<file path="src/rtl/stdp_weight_bank.sv">
// Synaptic weight store for the STDP stage: arms a synapse, mirrors the spike-pair
// count, then clamps and writes back the STDP result. Host port for init/inspection.
module stdp_weight_bank #(
    parameter int unsigned          NUM_SYN = 6,
    parameter int unsigned          ADDR_W  = 3,
    parameter int unsigned          W_WIDTH = 8,
    parameter logic [W_WIDTH-1:0]   W_INIT  = 8'h40,
    parameter logic [W_WIDTH-1:0]   W_MIN   = 8'h04,
    parameter logic [W_WIDTH-1:0]   W_MAX   = 8'hF0,
    parameter int unsigned          TIMEOUT = 64
) (
    input  logic                clk,
    input  logic                rst,
    input  logic                sel_valid,
    input  logic [ADDR_W-1:0]   syn_sel,
    output logic                sel_ready,
    input  logic                spk_pre,
    input  logic                spk_post,
    output logic [W_WIDTH-1:0]  weight_before,
    input  logic [W_WIDTH-1:0]  weight_in,
    output logic                upd_done,
    output logic                timeout,
    output logic                sel_err,
    output logic                spk_dropped,
    input  logic                host_we,
    input  logic [ADDR_W-1:0]   host_addr,
    input  logic [W_WIDTH-1:0]  host_wdata,
    output logic [W_WIDTH-1:0]  host_rdata,
    output logic                host_conflict
);

    localparam int unsigned       TMR_W     = $clog2(TIMEOUT);
    localparam logic [TMR_W-1:0]  TMR_LAST  = TMR_W'(TIMEOUT - 1);
    localparam logic [ADDR_W:0]   NUM_SYN_W = (ADDR_W + 1)'(NUM_SYN);

    typedef enum logic [1:0] {
        S_IDLE,
        S_ARMED,
        S_WAIT,
        S_COMMIT
    } state_t;

    logic [W_WIDTH-1:0] mem [NUM_SYN];

    state_t             state_q, state_d;
    logic [ADDR_W-1:0]  idx_q, idx_d;
    logic [1:0]         cnt_q, cnt_d;
    logic [TMR_W-1:0]   tmr_q, tmr_d;
    logic [W_WIDTH-1:0] wb_d;
    logic               upd_done_d, timeout_d, sel_err_d, dropped_d;
    logic               commit_we;
    logic               spike;
    logic               sel_in_range, host_in_range, host_hit, host_wr_ok;
    logic [W_WIDTH-1:0] clamped;

    assign spike         = spk_pre | spk_post;
    assign sel_in_range  = {1'b0, syn_sel} < NUM_SYN_W;
    assign host_in_range = {1'b0, host_addr} < NUM_SYN_W;
    assign host_hit      = host_we & host_in_range & commit_we & (idx_q == host_addr);
    assign host_wr_ok    = host_we & host_in_range & ~host_hit;

    always_comb begin
        clamped = weight_in;
        if (weight_in < W_MIN) clamped = W_MIN;
        if (weight_in > W_MAX) clamped = W_MAX;
    end

    // Next-state and pulse decode.
    always_comb begin
        state_d    = state_q;
        idx_d      = idx_q;
        cnt_d      = cnt_q;
        tmr_d      = tmr_q;
        wb_d       = weight_before;
        upd_done_d = 1'b0;
        timeout_d  = 1'b0;
        sel_err_d  = 1'b0;
        dropped_d  = spk_dropped;
        commit_we  = 1'b0;
        case (state_q)
            S_IDLE: begin
                if (sel_valid) begin
                    if (sel_in_range) begin
                        idx_d   = syn_sel;
                        wb_d    = mem[syn_sel];
                        cnt_d   = 2'd0;
                        tmr_d   = '0;
                        state_d = S_ARMED;
                    end else begin
                        sel_err_d = 1'b1;
                    end
                end
            end
            S_ARMED: begin
                if (spike) begin
                    cnt_d = cnt_q + 2'd1;
                    if (cnt_q == 2'd1) state_d = S_WAIT;
                end
                // Pair completion on the final timer cycle still wins.
                if (state_d != S_WAIT) begin
                    if (tmr_q == TMR_LAST) begin
                        timeout_d = 1'b1;
                        state_d   = S_IDLE;
                    end else begin
                        tmr_d = tmr_q + TMR_W'(1);
                    end
                end
            end
            S_WAIT: begin
                if (spike) dropped_d = 1'b1;
                state_d = S_COMMIT;
            end
            S_COMMIT: begin
                if (spike) dropped_d = 1'b1;
                commit_we  = 1'b1;
                upd_done_d = 1'b1;
                state_d    = S_IDLE;
            end
        endcase
    end

    // Control and output registers.
    always_ff @(posedge clk) begin
        if (rst) begin
            state_q       <= S_IDLE;
            idx_q         <= '0;
            cnt_q         <= 2'd0;
            tmr_q         <= '0;
            weight_before <= '0;
            sel_ready     <= 1'b1;
            upd_done      <= 1'b0;
            timeout       <= 1'b0;
            sel_err       <= 1'b0;
            spk_dropped   <= 1'b0;
            host_conflict <= 1'b0;
        end else begin
            state_q       <= state_d;
            idx_q         <= idx_d;
            cnt_q         <= cnt_d;
            tmr_q         <= tmr_d;
            weight_before <= wb_d;
            sel_ready     <= (state_d == S_IDLE);
            upd_done      <= upd_done_d;
            timeout       <= timeout_d;
            sel_err       <= sel_err_d;
            spk_dropped   <= dropped_d;
            host_conflict <= host_hit;
        end
    end

    // Weight array; host read returns contents before this edge's writes.
    always_ff @(posedge clk) begin
        if (rst) begin
            mem        <= '{default: W_INIT};
            host_rdata <= '0;
        end else begin
            host_rdata <= host_in_range ? mem[host_addr] : '0;
            if (host_wr_ok) mem[host_addr] <= host_wdata;
            if (commit_we)  mem[idx_q]     <= clamped;
        end
    end

endmodule

</file>
<file path="config.mk">
export PLATFORM = sky130hd
export DESIGN_NAME = stdp_weight_bank
export DESIGN_NICKNAME = d
export VERILOG_FILES = /design/src/rtl/stdp_weight_bank.sv
export SDC_FILE = /design/constraint.sdc
export NUM_CORES = 1
export LEC_CHECK = 0
export CAP_MARGIN = 20
export CORE_MARGIN = 2
export CORE_UTILIZATION = 30
export CTS_BUF_LIST = sky130_fd_sc_hd__clkbuf_4
export DETAILED_ROUTE_END_ITERATION = 6
export DONT_BUFFER_PORTS = 1
export SETUP_SLACK_MARGIN = 0.4
export SLEW_MARGIN = 0
export SYNTH_ARGS = -nofsm -noshare
export SYNTH_HDL_FRONTEND = slang
export SYNTH_SLANG_ARGS = --single-unit
</file>
<file path="constraint.sdc">
create_clock -name clk -period 4.5 [get_ports clk]
set_input_delay 0.9 -clock clk [delete_from_list [all_inputs] [get_ports clk]]
set_output_delay 0.9 -clock clk [all_outputs]
set_load 0.1 [all_outputs]
</file>
* Yosys cells after proc, flatten, opt, wreduce, memory -nomap -nowiden *
Index checks and enable logic that the tools add are counted.

storage, ports and cells
  bits in registers = 83
  input bits = 28
  output and inout bits = 22
  word-level logic and storage cells = 105

operators by class
  add/subtract/negate cells = 2
  $lt $le $gt $ge = 9
  equality and inequality tests = 12
  multiplexer cells = 37
  bitwise gates (word level) = 14
  reductions and logical operators = 13

operators with widths
  operator                                                                       number
  48-bit 2-to-1 mux                                                              3
  48-bit bitwise mux                                                             2
  8-bit 2-to-1 mux                                                               8
  8-bit binary-select mux with 3-bit select                                      2
  8-bit demux with 3-bit select                                                  2
  6-bit 2-to-1 mux                                                               4
  2-bit 2-to-1 mux                                                               10
  4-bit >= comparator (second input constant)                                    3
  2-bit inequality test (second input constant)                                  6
  3-bit inverter with 4-bit output                                               3
  6-bit one-hot mux with 2 select lines                                          1
  8-bit greater-than comparator (second input constant)                          1
  4-bit by 1-bit less-than comparator with 1-bit output (second input constant)  2
  8-bit by 3-bit less-than comparator with 1-bit output (second input constant)  1
  2-bit one-hot mux with 4 select lines                                          1
  6-bit by 1-bit adder with 6-bit output (second input constant)                 1
  6-bit == test (second input constant)                                          1
  3-bit less-than comparator (second input constant)                             2
  1-bit inverter                                                                 6
  3-bit OR reduction                                                             2
  5-bit AND reduction                                                            1
  1-bit AND                                                                      4
  2-bit by 1-bit == test with 1-bit output (second input constant)               2
  2-bit == test (second input constant)                                          2
  12 further kinds                                                               17

* Depth between registers and ports, before layout *
  depth in word-level cells = 10
  gate-level depth with buffers = 7
  depth with buffers taken out = 7

* Least setup slack after synthesis *
OpenSTA, ideal clock, no wires.

  path kind = input to register
  from = input weight_in[5]
  to = register mem[25] in the netlist's numbering
  data arrival time = 2.239 ns
  required time = 4.362 ns
  path slack = 2.124 ns
  stages = 7
  cell sequence = clkbuf_1 > or4_1 > o31a_1 > and2_1 > buf_2 > nor2_1 > a211oi_1

on the way
  cells in the longest elaborated chain, start to end = 5
  elaborated cells on any way between the ends = 6
  classes of those cells = order compare (2); mux (4)

ends and longest elaborated chain
  what                                                   line  text
  start, declared                                        20    input logic [W_WIDTH-1:0] weight_in,
  8-bit by 3-bit less-than comparator with 1-bit output  64    if (weight_in < W_MIN) clamped = W_MIN;
  8-bit 2-to-1 mux                                       64
  8-bit 2-to-1 mux (*)                                   65    if (weight_in > W_MAX) clamped = W_MAX;
  48-bit bitwise mux (*)                                 159   if (commit_we) mem[idx_q] <= clamped;
  48-bit 2-to-1 mux (*)                                  159
  end signal, assigned by index                          158   if (host_wr_ok) mem[host_addr] <= host_wdata;
  end signal, assigned by index                          159
  end, declared                                          43    logic [W_WIDTH-1:0] mem [NUM_SYN];

Mark *: on every way between the ends. The rest lies on a longest branch, timed or not.
A chain may end at the register's enable or synchronous reset.

* Final worst setup path *
  from = input host_addr[2]
  to = register mem[2] in the netlist's numbering

on the way
  cells in the longest elaborated chain, start to end = 10
  elaborated cells on any way between the ends = 18
  classes of those cells = order compare (3); eq/ne (1); mux (7); bitwise (6); reduce/logical (1)

ends and longest elaborated chain
  what                                                                                                         line     text
  start, declared                                                                                              26       input logic [ADDR_W-1:0] host_addr,
  3-bit inverter with 4-bit output (implied by the code) / 3-bit less-than comparator (equally long branches)  158, 58
  4-bit >= comparator (implied by the code), or another cell as far along                                      158
  1-bit logical AND (implied by the code) / 1-bit AND (equally long branches)                                  158, 59
  8-bit 2-to-1 mux (implied by the code) / 1-bit AND (equally long branches)                                   158, 59
  8-bit demux with 3-bit select / 1-bit inverter (equally long branches)                                       158, 60
  48-bit bitwise mux / 1-bit AND (equally long branches)                                                       158, 60
  48-bit 2-to-1 mux (*)                                                                                        158
  48-bit 2-to-1 mux (*)                                                                                        153      if (rst) begin
  48-bit bitwise mux                                                                                           159
  48-bit 2-to-1 mux (*)                                                                                        159

Mark *: on every way between the ends. The rest lies on a longest branch, timed or not. The select of a mux whose other input is x is not followed.

==> metrics <==
buffer levels on the longest clock path 2; final max-slew violation count 0; relative slew slack 0.341; setup slack after placement 1.79 ns; All-Layer GR Usage 0.166; outcome complete, no violations; Startpoint Class input port; Pwr per Cell Area 316 nW/um^2; CTS HTree Levels 3; asr flop ratio synth 0; fin crit share 0.519; largest net degree at the start of global routing 74; first-pass GRT wire length 20400 um; post-cts sizing count 0; Synth cell types 59; cts hold-fix bufs 0; CORE AREA 14000 um^2; RD Place Congestion 0.864; total number of vias 3731; # DRC 0; Nets 487; Final HPWL DP 8670 um; final hold violation count 0; CTS tree done; critical path type input port to flop; CTS Root Cell clkbuf_4; die height 124 um; post-CTS setup buffers 0; synth top area cells dfxtp_1 38%, mux2i_1 9.9%, nor2_1 6.5%, mux4_2 4.7%, a211oi_1 3.8%; Via density 5.81; routed len/inst 20.5 um; # fillers 1458; met3 GRT Util 0.0507; Final Util 0.324; Port Buffer Count 0; Final TNS setup 0 ns; Ant. Diodes 0; crit end category flop; Post-Syn Area 4340 um^2; fmax 428 MHz; DRT iter0 DRCs 464; Row Count 43; initial antenna violation count 0; Mapped Avg Cell Area 9.01 um^2; P&R area growth vs syn 4.41%; Crit path required time 4.80 ns; number of global-route vias before repair 3484; CTS buffer count 9; VDD IR max 128 uV; dominant synthesized flop cell dfxtp_1; crit path time final 2.34 ns; commonest cells in the netlist 83 x dfxtp_1, 75 x nor2_1, 43 x mux2i_1, 27 x nand2_1, 27 x nor3_1; Post-synth EDFFs 0; # IOs 50; initial cell density of the core 0.310; RSZ-0062 raised after global routing no; Synth Instances 482; Arr. time, crit path 2.63 ns; Post-Route WL 13100 um; syn_nets 512; sequential fraction of the synthesis area 0.383; final clock skew 0.00942 ns; count leader, synth dfxtp_1; TritonRoute pass-1 iters 5; remaining global-route overflow 0; Die ar. 15400 um^2; Synth area leader dfxtp_1; Sink Count 83; Antenna Nets Post-Route 0; grt peak-use layer met2; Worst Hold Class flop to flop; max-cap viol count 0; share of the synthesized area in the top cell type 0.383; register bit total from synthesis 83; synth warn 0; final setup vio count 0; Critical Path Fanout Max 14; clock-pin slew on the worst setup and hold paths 0.13 ns; GR Util met2 0.242; final hold slack 0.494 ns; Worst-Margin Slew 0.986 ns; fraction of layout cells with a size suffix above 1 0.0909; later-pin clock latency in the skew report 0.42 ns; die width 124 um; fin worst setup slack 2.16 ns; GR met1 Demand/Resource 0.233; Leakage 1.66 nW
-- per-stage QoR --
step	total power [mW]	cells	area (um^2)
CTS	1.44	641	4520
detailed placement	1.01	625	4390
global route	1.49	642	4530
global placement	1.01	625	4390
floorplan	1.01	482	4340
finish	1.43	642	4530
-- cell usage in the layout (no fill, tap or decap), types with 6 or more instances in the layout --
| master | instances |
|---|---|
| a211oi_1 | 22 |
| a21oi_1 | 17 |
| a221oi_1 | 10 |
| and3_1 | 6 |
| clkbuf_4 | 10 |
| dfxtp_1 | 83 |
| mux2_1 | 8 |
| mux2i_1 | 43 |
| mux4_2 | 9 |
| nand2_1 | 27 |
| nand3_1 | 9 |
| nor2_1 | 75 |
| nor3_1 | 27 |
| nor4_1 | 11 |
| o21ai_0 | 6 |
| o21ai_1 | 6 |
| o22ai_1 | 6 |
-- final timing paths --
path              end          from  cells after the start  slack [ns]
max            mem[2]  host_addr[2]                      4        2.16
min          cnt_q[0]      cnt_q[0]                      2        0.49
max reg2reg   mem[43]      idx_q[0]                      5        2.19
min reg2reg  cnt_q[0]      cnt_q[0]                      2        0.49
-- worst max-delay path: stages --
cell and delay (ns):
nor2b_1 0.63, o2111a_1 0.73, mux2i_1 0.26, o22ai_1 0.10
-- power breakdown --
part           switching (mW)  internal, mW  total (mW)
combinational          0.0728        0.0616       0.134
clock                   0.261         0.171       0.432
sequential              0.104         0.763       0.867
total                   0.437         0.996        1.43
-- layout make-up --
| class | count | area, um^2 | share of cell area |
|---|---|---|---|
| sequential | 83 | 1660 | 0.367 |
| clock inverter | 6 | 56.3 | 0.0124 |
| clock buffer | 10 | 75.1 | 0.0166 |
| timing repair buffer | 2 | 15.0 | 0.00331 |
| multi-input combinational | 353 | 2470 | 0.545 |
| inverter | 8 | 30.0 | 0.00663 |
| tap | 180 | 225 | 0.0497 |
-- flip-flops by register name, summed over array words and instances, names as in the netlist --
signal and count:
idx_q 3, upd_done 1, sel_err 1, timeout 1, host_conflict 1, tmr_q 6
mem 48, spk_dropped 1, cnt_q 2, sel_ready 1, host_rdata 8, state_q 2
weight_before 8
-- per-layer routing --
metal,up-vias,share of wire,wire length (um)
met1,1790,0.43,5680
met5,-,0,0
met3,32,0.10,1320
met2,192,0.43,5700
li1,1717,-,-
met4,0,0.033,431
-- kinds of logic after synthesis --
family | Yosys count | share of synthesized area
compound gates | 96 | 0.166
xor+xnor | 6 | 0.0121
fa+ha+maj | 2 | 0.00576
buf+inv | 46 | 0.0484
flops | 83 | 0.383
mux | 65 | 0.180
simple gates | 184 | 0.205
Power figures use the tool's default switching activity.
